`src/rtl/sbox_sched.sv`:
```
// rtl/sbox_sched.sv - shares one external 4-byte SubBytes unit between a 128-bit state job and a key-word job
// The slot is granted combinationally each cycle from the two busy flags; results are captured at the slot's end.
module sbox_sched #(
    parameter int unsigned KEY_PRIO = 1
) (
    input  logic         CLK,
    input  logic         RSTn,
    input  logic         st_start,
    input  logic [127:0] st_din,
    output logic         st_busy,
    output logic         st_done,
    output logic [127:0] st_dout,
    input  logic         kx_start,
    input  logic [31:0]  kx_din,
    output logic         kx_busy,
    output logic         kx_done,
    output logic [31:0]  kx_dout,
    output logic [31:0]  sb_x,
    input  logic [31:0]  sb_y,
    output logic [1:0]   sb_owner
);
    localparam logic [1:0] SLOT_IDLE = 2'd0;
    localparam logic [1:0] SLOT_KEY  = 2'd1;
    localparam logic [1:0] SLOT_COL  = 2'd2;

    logic         st_busy_q, st_busy_d;
    logic         st_done_q, st_done_d;
    logic [127:0] st_data_q, st_data_d;
    logic [127:0] st_dout_q, st_dout_d;
    logic [1:0]   col_q, col_d;
    logic         kx_busy_q, kx_busy_d;
    logic         kx_done_q, kx_done_d;
    logic [31:0]  kx_data_q, kx_data_d;
    logic [31:0]  kx_dout_q, kx_dout_d;
    logic [1:0]   slot;
    logic [31:0]  col_word;

    always_comb begin
        slot = SLOT_IDLE;
        if (kx_busy_q && ((KEY_PRIO != 0) || !st_busy_q)) begin
            slot = SLOT_KEY;
        end else if (st_busy_q) begin
            slot = SLOT_COL;
        end
    end

    always_comb begin
        col_word = st_data_q[127:96];
        case (col_q)
            2'd0:    col_word = st_data_q[127:96];
            2'd1:    col_word = st_data_q[95:64];
            2'd2:    col_word = st_data_q[63:32];
            default: col_word = st_data_q[31:0];
        endcase
    end

    always_comb begin
        sb_x = 32'h0;
        if (slot == SLOT_KEY) begin
            sb_x = kx_data_q;
        end else if (slot == SLOT_COL) begin
            sb_x = col_word;
        end
    end

    // A KEY slot leaves col untouched, so a preempted state job resumes at the same column.
    always_comb begin
        st_busy_d = st_busy_q;
        st_done_d = 1'b0;
        st_data_d = st_data_q;
        st_dout_d = st_dout_q;
        col_d     = col_q;
        kx_busy_d = kx_busy_q;
        kx_done_d = 1'b0;
        kx_data_d = kx_data_q;
        kx_dout_d = kx_dout_q;
        if (slot == SLOT_KEY) begin
            kx_dout_d = sb_y;
            kx_busy_d = 1'b0;
            kx_done_d = 1'b1;
        end else if (slot == SLOT_COL) begin
            case (col_q)
                2'd0:    st_dout_d[127:96] = sb_y;
                2'd1:    st_dout_d[95:64]  = sb_y;
                2'd2:    st_dout_d[63:32]  = sb_y;
                default: st_dout_d[31:0]   = sb_y;
            endcase
            col_d = col_q + 2'd1;
            if (col_q == 2'd3) begin
                st_busy_d = 1'b0;
                st_done_d = 1'b1;
            end
        end
        if (st_start && !st_busy_q) begin
            st_busy_d = 1'b1;
            st_data_d = st_din;
        end
        if (kx_start && !kx_busy_q) begin
            kx_busy_d = 1'b1;
            kx_data_d = kx_din;
        end
    end

    always_ff @(posedge CLK or negedge RSTn) begin
        if (!RSTn) begin
            st_busy_q <= 1'b0;
            st_done_q <= 1'b0;
            st_data_q <= 128'h0;
            st_dout_q <= 128'h0;
            col_q     <= 2'd0;
            kx_busy_q <= 1'b0;
            kx_done_q <= 1'b0;
            kx_data_q <= 32'h0;
            kx_dout_q <= 32'h0;
        end else begin
            st_busy_q <= st_busy_d;
            st_done_q <= st_done_d;
            st_data_q <= st_data_d;
            st_dout_q <= st_dout_d;
            col_q     <= col_d;
            kx_busy_q <= kx_busy_d;
            kx_done_q <= kx_done_d;
            kx_data_q <= kx_data_d;
            kx_dout_q <= kx_dout_d;
        end
    end

    assign st_busy  = st_busy_q;
    assign st_done  = st_done_q;
    assign st_dout  = st_dout_q;
    assign kx_busy  = kx_busy_q;
    assign kx_done  = kx_done_q;
    assign kx_dout  = kx_dout_q;
    assign sb_owner = slot;

endmodule

```
`config.mk`:
```
export PLATFORM = sky130hd
export DESIGN_NAME = sbox_sched
export DESIGN_NICKNAME = d
export VERILOG_FILES = /design/src/rtl/sbox_sched.sv
export SDC_FILE = /design/constraint.sdc
export NUM_CORES = 1
export LEC_CHECK = 0
export ABC_AREA = 1
export BUFFER_PORTS_ARGS = -buffer_cell sky130_fd_sc_hd__buf_2
export CORE_ASPECT_RATIO = 1.75
export CORE_MARGIN = 8
export CORE_UTILIZATION = 25
export CTS_CLUSTER_SIZE = 24
export DETAILED_ROUTE_END_ITERATION = 8
export PLACE_DENSITY = 0.54
export SETUP_SLACK_MARGIN = 0.5
export SLEW_MARGIN = 20
export SYNTH_ARGS = -nofsm -noshare
export SYNTH_HDL_FRONTEND = slang
export SYNTH_SLANG_ARGS = --single-unit
```
`constraint.sdc`:
```
create_clock -name CLK -period 2.5 [get_ports CLK]
set_input_delay 0.125 -clock CLK [delete_from_list [all_inputs] [get_ports CLK]]
set_output_delay 0.125 -clock CLK [all_outputs]
set_load 0.02 [all_outputs]
```
==> results of run 1 <==
cells in the mapped netlist:
cell type,count
xor2_1,1
nor2_8,1
ha_1,5
inv_1,36
nand2_2,2
dfrtp_1,326
inv_2,4
nand2_1,738
buf_6,2
nand3_1,128
buf_4,28
buf_2,36
o21ai_1,142
o21ai_0,51
nor2_1,65
clkbuf_1,35
o22ai_1,1
buf_1,5
nand2_4,4
flip-flops by register name (all words and copies together), names as in the netlist:
register / cells
col_q: 2
kx_busy: 1
kx_data_q: 32
kx_done: 1
kx_dout: 32
st_busy: 1
st_data_q: 128
st_done: 1
st_dout: 128
timing repair:
| action | 4_1_cts | 5_1_grt |
|---|---|---|
| endpoints found under the hold margin | 365 | 0 |
| resized for setup | 62 | 18 |
| hold buffers | 192 | 0 |
| pin swaps | 9 | 7 |
| buffers inserted | 16 | 2 |
| gates cloned | 1 | 0 |
| setup endpoints to repair | 87 | 65 |
through the flow:
stage / utilization [%] / setup slack, ns / power (mW)
finish: 36.4 / 0.356 / 24.3
global route: 36.4 / 0.241 / 26.1
CTS: 36.3 / 0.288 / 24.6
detailed placement: 30.1 / 0.348 / 18.4
global placement: 30.1 / 0.385 / 18.3
floorplan: - / 0.957 / 14.7
cells by family (layout without fill, tap and decap cells):
kind of cell	Yosys count	count (layout)	share of synthesized area, %
simple gates	938	938	27.3
fa+ha+maj	5	5	0.458
xor+xnor	1	1	0.0642
other cells	0	5	0
flops	326	326	59.8
buf+inv	146	737	5.23
compound gates	194	194	7.12
worst paths after layout:
kind | from | endpoint | slack, ns | cells past startpoint
max | col_q[0] | sb_x[19] | 0.36 | 7
min | sb_y[31] | st_dout[127] | 0.007 | 3
max reg2reg | col_q[1] | st_dout[85] | 0.66 | 6
min reg2reg | st_data_q[46] | st_data_q[46] | 0.47 | 2
max in group asynchronous | RSTn | kx_dout[26] | 1.45 | 3
min in group asynchronous | RSTn | st_data_q[50] | 0.17 | 2
power by group through the flow:
stage                     combinational [mW]  clock (mW)  sequential [mW]
after CTS                               10.6        5.40             8.69
after global placement                  9.58           0             8.71
after global routing                    11.6        5.56             8.95
after floorplan                         4.89           0             9.82
final                                   10.5        5.17             8.69
after detailed placement                9.71           0             8.73
per-layer routing:
metal / track usage, % / up-vias
li1: - / 6229
met1: 18.2 / 6129
met2: 29.2 / 432
met3: 3.44 / 83
met4: 5.95 / 4
met5: 0 / -
critical path: stages, from the launching register on:
cell and delay [ns]:
dfrtp_2 0.47, ha_4 0.22, inv_6 0.12, buf_12 0.18
nand2_1 0.08, o21ai_2 0.18, nand2_1 0.08, buf_2 0.17
final cells by class:
class / instances / share of cell area (%)
diodes: 5 / 0.0634
clock buffers: 49 / 5.23
clock inverters: 12 / 0.482
inverters: 40 / 0.812
multi-input cells: 1138 / 25.0
flip-flops and latches: 326 / 41.4
well taps: 690 / 4.38
repair buffers: 635 / 22.6
repair inverters: 1 / 0.0381
==> impl_results.md, run 1 <==
- Flop pwr share: about 36%
- Syn avg cell area: 8.48 µm²
- Synth top area share: 59.8%
- Net Sw Power: about 10 mW
- Routed wl met2: 26200 µm
- Placed insts: ~2600
- Seq. cell area: about 8000 µm²
- Clk root buf: clkbuf_16
- Port Buffers: around 400
- FF+latch count, synth: 326
- DIE WIDTH: ~190 µm
- Bufs on Longest Clock Path: 3
- Crit path DAT: approximately 2.0 ns
- Pins Over Slew Limit: 0
- Clock sinks: 326
- Initial Utilization: approximately 25%
- Setup crit end kind: output pin
- Routed Antenna Nets: 0
- Fmax: ~0.47 GHz
- GRT Total Usage: between 15 and 20%
- Die Span Y: around 330 µm
- Crit share post-route: 85.8%
- Synthesized cell area: between 10000 and 15000 µm²
- CTS Buf Count: 35
- Reg clk slew, reported paths: around 0.07 ns
- Min Tclk post-route: between 2 and 2.5 ns
- Clock share of power: 21.2%
- RSZ-0062 raised after global routing: yes
- Yosys warns: 0
- Max-cap viol count: 0
- Syn Inst Count: 1610
- Layout cells sized above 1: approximately 25%
- Area taken by multi-input logic gates: 4930 µm²
- Hold_ws: 0.00706 ns
- Initial antenna violation count: 7
- Final hold vios: 0
- First-pass GRT wire length: between 70000 and 80000 µm
- Dpl cell area: about 16000 µm²
- Met3 Routed Length: 3470 µm
- Gate power share: 43.0%
- Layout net count: 2378
- Overflow left after global routing: 0
- Io pins: between 300 and 400
- Clock latency at the later pin of the worst-skew pair: roughly 0.52 ns
- M1 WL: about 20000 µm
- P per Cell Area: ~1200 nW/µm²
- Vias: 12877
- Routability cong.: 0.808
- Final setup vio count: 0
- Sequential share of the synthesized area: between 50% and 60%
- # fillers: ~5600
- Total wire length: 51600 µm
- Startpoint types: flip-flop
- Skew final: slightly below 0.01 ns
- Slew Limit Headroom: between 40 and 50%
- Largest cells by area after synthesis: dfrtp_1 (60%), nand2_1 (20%), o21ai_1 (5.2%)
- Final Cell Area: 19700 µm²
- WS Path Type: reg2out
- Largest net degree at the start of global routing: 83
- H-tree depth: 2
- Hold/Removal Path Class: in2reg
- Syn_nets: about 1800
- Post-DP HPWL: approximately 36000 µm
- DRC: 0
- TNS Setup: 0 ns
- DRT iter0 DRCs: 640
- Max Used Layer: met5
- First-pass iteration count of the detailed router: 5
- Die ar.: 62600 µm²
- Leading cell types in the layout, fill and taps excluded: nand2_1 (733), buf_2 (385), dfrtp_1 (322)
- Pleak: around 10 nW
- Distinct cells, synth: 19
- WL/cell: 17.8 µm
- Sw Ratio: about 42%
- CTS tree: done
- DR vias/cell: ~4.4
- Worst-margin pin slew: around 0.80 ns
- Largest fanout on the critical path: 21
- Outcome: finished, final reports clean
- Fin cells: between 2000 and 3000
- CORE AREA: about 54000 µm²
- CP required: between 2 and 2.5 ns
- Layout area overhead: 44.6%
- Num rows: approximately 110
- Cell accounting for the most synthesized area: dfrtp_1
- Int Power: around 14 mW
- Vias in the first global route: ~14000
- Peak supply drop: between 0.0005 and 0.0006 V
- Commonest non-fill, non-tap cell in the layout: nand2_1
Power figures use the tool's default switching activity.
==> run 2: changes to the inputs <==
--- a/config.mk
+++ b/config.mk
@@ -6,7 +6,7 @@
 export NUM_CORES = 1
 export LEC_CHECK = 0
 export ABC_AREA = 1
-export BUFFER_PORTS_ARGS = -buffer_cell sky130_fd_sc_hd__buf_2
+export BUFFER_PORTS_ARGS = -buffer_cell sky130_fd_sc_hd__buf_4
 export CORE_ASPECT_RATIO = 1.75
 export CORE_MARGIN = 8
 export CORE_UTILIZATION = 25
==> impl_results.md, run 2 (synthesized netlist as in run 1, its figures left out) <==
- Flop pwr share: 32.7% (-3.0 points)
- Final core occ: 39.6% (+3.1 points)
- FF-to-FF path depth: 5 (-1)
- Clock latency at the later pin of the worst-skew pair: 0.53 ns (about the same)
- Slew Limit Headroom: 45.4% (-1.1 points)
- Crit path top cell by count: nand2_2
- Fin cells: 2908 (+0.41%)
- Num rows: 113 (unchanged)
- DR vias/cell: 4.52 (+1.7%)
- Initial Utilization: 25.2% (unchanged)
- Reg2reg start: st_busy
- DRT iter0 DRCs: 732 (+14%)
- First-pass iteration count of the detailed router: 6 (+1)
- Vias in the first global route: 13863 (+2.4%)
- CP required: 2.38 ns (about the same)
- Net Sw Power: 11.1 mW (+8.6%)
- Commonest non-fill, non-tap cell in the layout: nand2_1
- Vias: 13145 (+2.1%)
- Outcome: finished, final reports clean
- WS Path Type: reg2out
- Layout net count: 2384 (+0.25%)
- Skew final: 0.0143 ns (+0.00452 ns)
- Final setup vio count: 0 (unchanged)
- Gate power share: 46.4% (+3.4 points)
- Routability cong.: 0.805 (-0.40%)
- Bufs on Longest Clock Path: 3 (unchanged)
- Pleak: 11.1 nW (+5.5%)
- Hold/Removal Path Class: in2reg
- Clock sinks: 326 (unchanged)
- # fillers: 5429 (-2.3%)
- Crit share post-route: 86.2% (+0.48 points)
- Initial antenna violation count: 9 (+2)
- Max-cap viol count: 0 (unchanged)
- Routed Antenna Nets: 0 (unchanged)
- DIE WIDTH: 193 µm (unchanged)
- First-pass GRT wire length: 82900 µm (+4.6%)
- Die ar.: 62600 µm² (unchanged)
- Total wire length: 55900 µm (+8.5%)
- Max incr delay on CP: 0.46 ns (about the same)
- CTS Buf Count: 35 (unchanged)
- CORE AREA: 54200 µm² (unchanged)
- Layout area overhead: 57.0%
- Reg clk slew, reported paths: 0.06 ns (about the same)
- Final hold vios: 0 (unchanged)
- Int Power: 15.9 mW (+13%)
- DRC: 0 (unchanged)
- Largest fanout on the critical path: 8 (-62%)
- GRT Total Usage: 17.1% (+0.86 points)
- Worst-margin pin slew: 0.820 ns (+0.0166 ns)
- CTS tree: done
- Layout cells sized above 1: 26.7% (+2.1 points)
- Worst-path cell chain: inv_4 -> ha_4 -> buf_12 -> clkbuf_16 -> nand2_4 -> nand2_2 -> o21ai_2 -> nand2_2 -> buf_6
- Clk root buf: clkbuf_16
- CP endpoint: sb_x[27]
- Peak supply drop: 0.000677 V (+24%)
- RSZ-0062 raised after global routing: yes
- Die Span Y: 325 µm (unchanged)
- H-tree depth: 2 (unchanged)
- Setup crit end kind: output pin
- Pins Over Slew Limit: 0 (unchanged)
- Overflow left after global routing: 0 (unchanged)
- Leading cell types in the layout, fill and taps excluded: nand2_1 (698), buf_4 (393), dfrtp_1 (323)
- Fmax: 0.464 GHz (-0.56%)
- Sw Ratio: 41.2% (-0.89 points)
- Clock share of power: 20.9% (-0.3 points)
- Io pins: 394 (unchanged)
- Placed insts: 2623 (+0.15%)
- Post-DP HPWL: 36800 µm (+2.6%)
- Port Buffers: 393 (unchanged)
- Crit path DAT: 2.03 ns (about the same)
- Min Tclk post-route: 2.16 ns (+0.0120 ns)
- R2R setup slack: 0.53 ns (-0.13 ns)
- P per Cell Area: 1260 nW/µm² (+2.2%)
- Slowest stage cell on the critical path: dfrtp_2
- Startpoint types: flip-flop
- CP Launch Point: col_q[1]
- RR Endpoint: st_dout[25]
- Largest net degree at the start of global routing: 129 (+55%)
- TNS Setup: 0 ns (unchanged)
- Hold_ws: 0.0214 ns (+0.0143 ns)
- WL/cell: 19.2 µm (+8.0%)
run 2: changes by cell type in the layout (fill, tap and decap cells not counted), sizes merged:
cell	before	now
inv	40	43
dlygate4sd3	192	193
buf	443	442
clkinv	10	9
clkinvlp	2	3
clkbuf	49	51
bufinv	1	5
diode	5	8
run 2: repair_timing:
action | in CTS | in global routing
hold buffers | 193 | 0
endpoints found under the hold margin | 366 | 0
setup buffers | 7 | 3
resized for setup | 92 | 77
setup endpoints to repair | 32 | 105
gates cloned | 5 | 5
pin swaps | 19 | 39
run 2: layout make-up:
cell class,instances,area [µm²],area share (%)
well taps,690,863,4.03
clock buffers,46,988,4.61
flip-flops and latches,326,8160,38.1
clock inverters,18,249,1.16
multi-input cells,1138,5160,24.1
inverters,40,174,0.812
repair inverters,2,22.5,0.105
diodes,8,20.0,0.0934
repair buffers,640,5790,27.0
run 2: per-layer routing:
layer  global-route usage (%)  routed length, µm  vias up
met2                     30.1              28600      474
li1                         -                  -     6246
met1                     19.7              21600     6334
met5                        0                 16        -
met3                     3.56               3880       89
met4                     6.58               1850        2
run 2: power by group through the flow:
stage          Clock, mW  Sequential, mW  Combinational (mW)
2_1_floorplan          0            9.82                4.89
3_3_place_gp           0            8.74                10.5
3_5_place_dp           0            8.79                10.6
4_1_cts             5.83            8.75                11.9
5_1_grt             6.03            9.07                13.7
6_report            5.64            8.83                12.5
run 2: worst max-delay path: cells and delay by family, from the launching register on:
family | cells | cell delay [ns]
AO/OA/AOI/OAI | 1 | 0.15
adder cells (fa/ha/maj) | 1 | 0.19
buffers and inverters | 4 | 0.51
flip-flops | 1 | 0.46
AND/OR/NAND/NOR | 3 | 0.18
run 2: how the worst min path moves through the flow:
stage                     startpoint  depth (start not counted)             to
final                       sb_y[31]                          3    st_dout[95]
after global placement          RSTn                          1  kx_data_q[20]
after global routing        st_start                          3  st_data_q[30]
after detailed placement        RSTn                          1  kx_data_q[20]
after floorplan                 RSTn                          0       col_q[0]
after CTS                   st_start                          3  st_data_q[94]
run 2: through the flow:
| step | worst slack, ns | instance area, µm² | power, mW |
|---|---|---|---|
| floorplan | 0.957 | 13600 | 14.7 |
| global placement | 0.500 | 17300 | 19.2 |
| detailed placement | 0.476 | 17300 | 19.4 |
| CTS | 0.303 | 21000 | 26.5 |
| global route | 0.253 | 21400 | 28.8 |
| finish | 0.344 | 21400 | 27.0 |
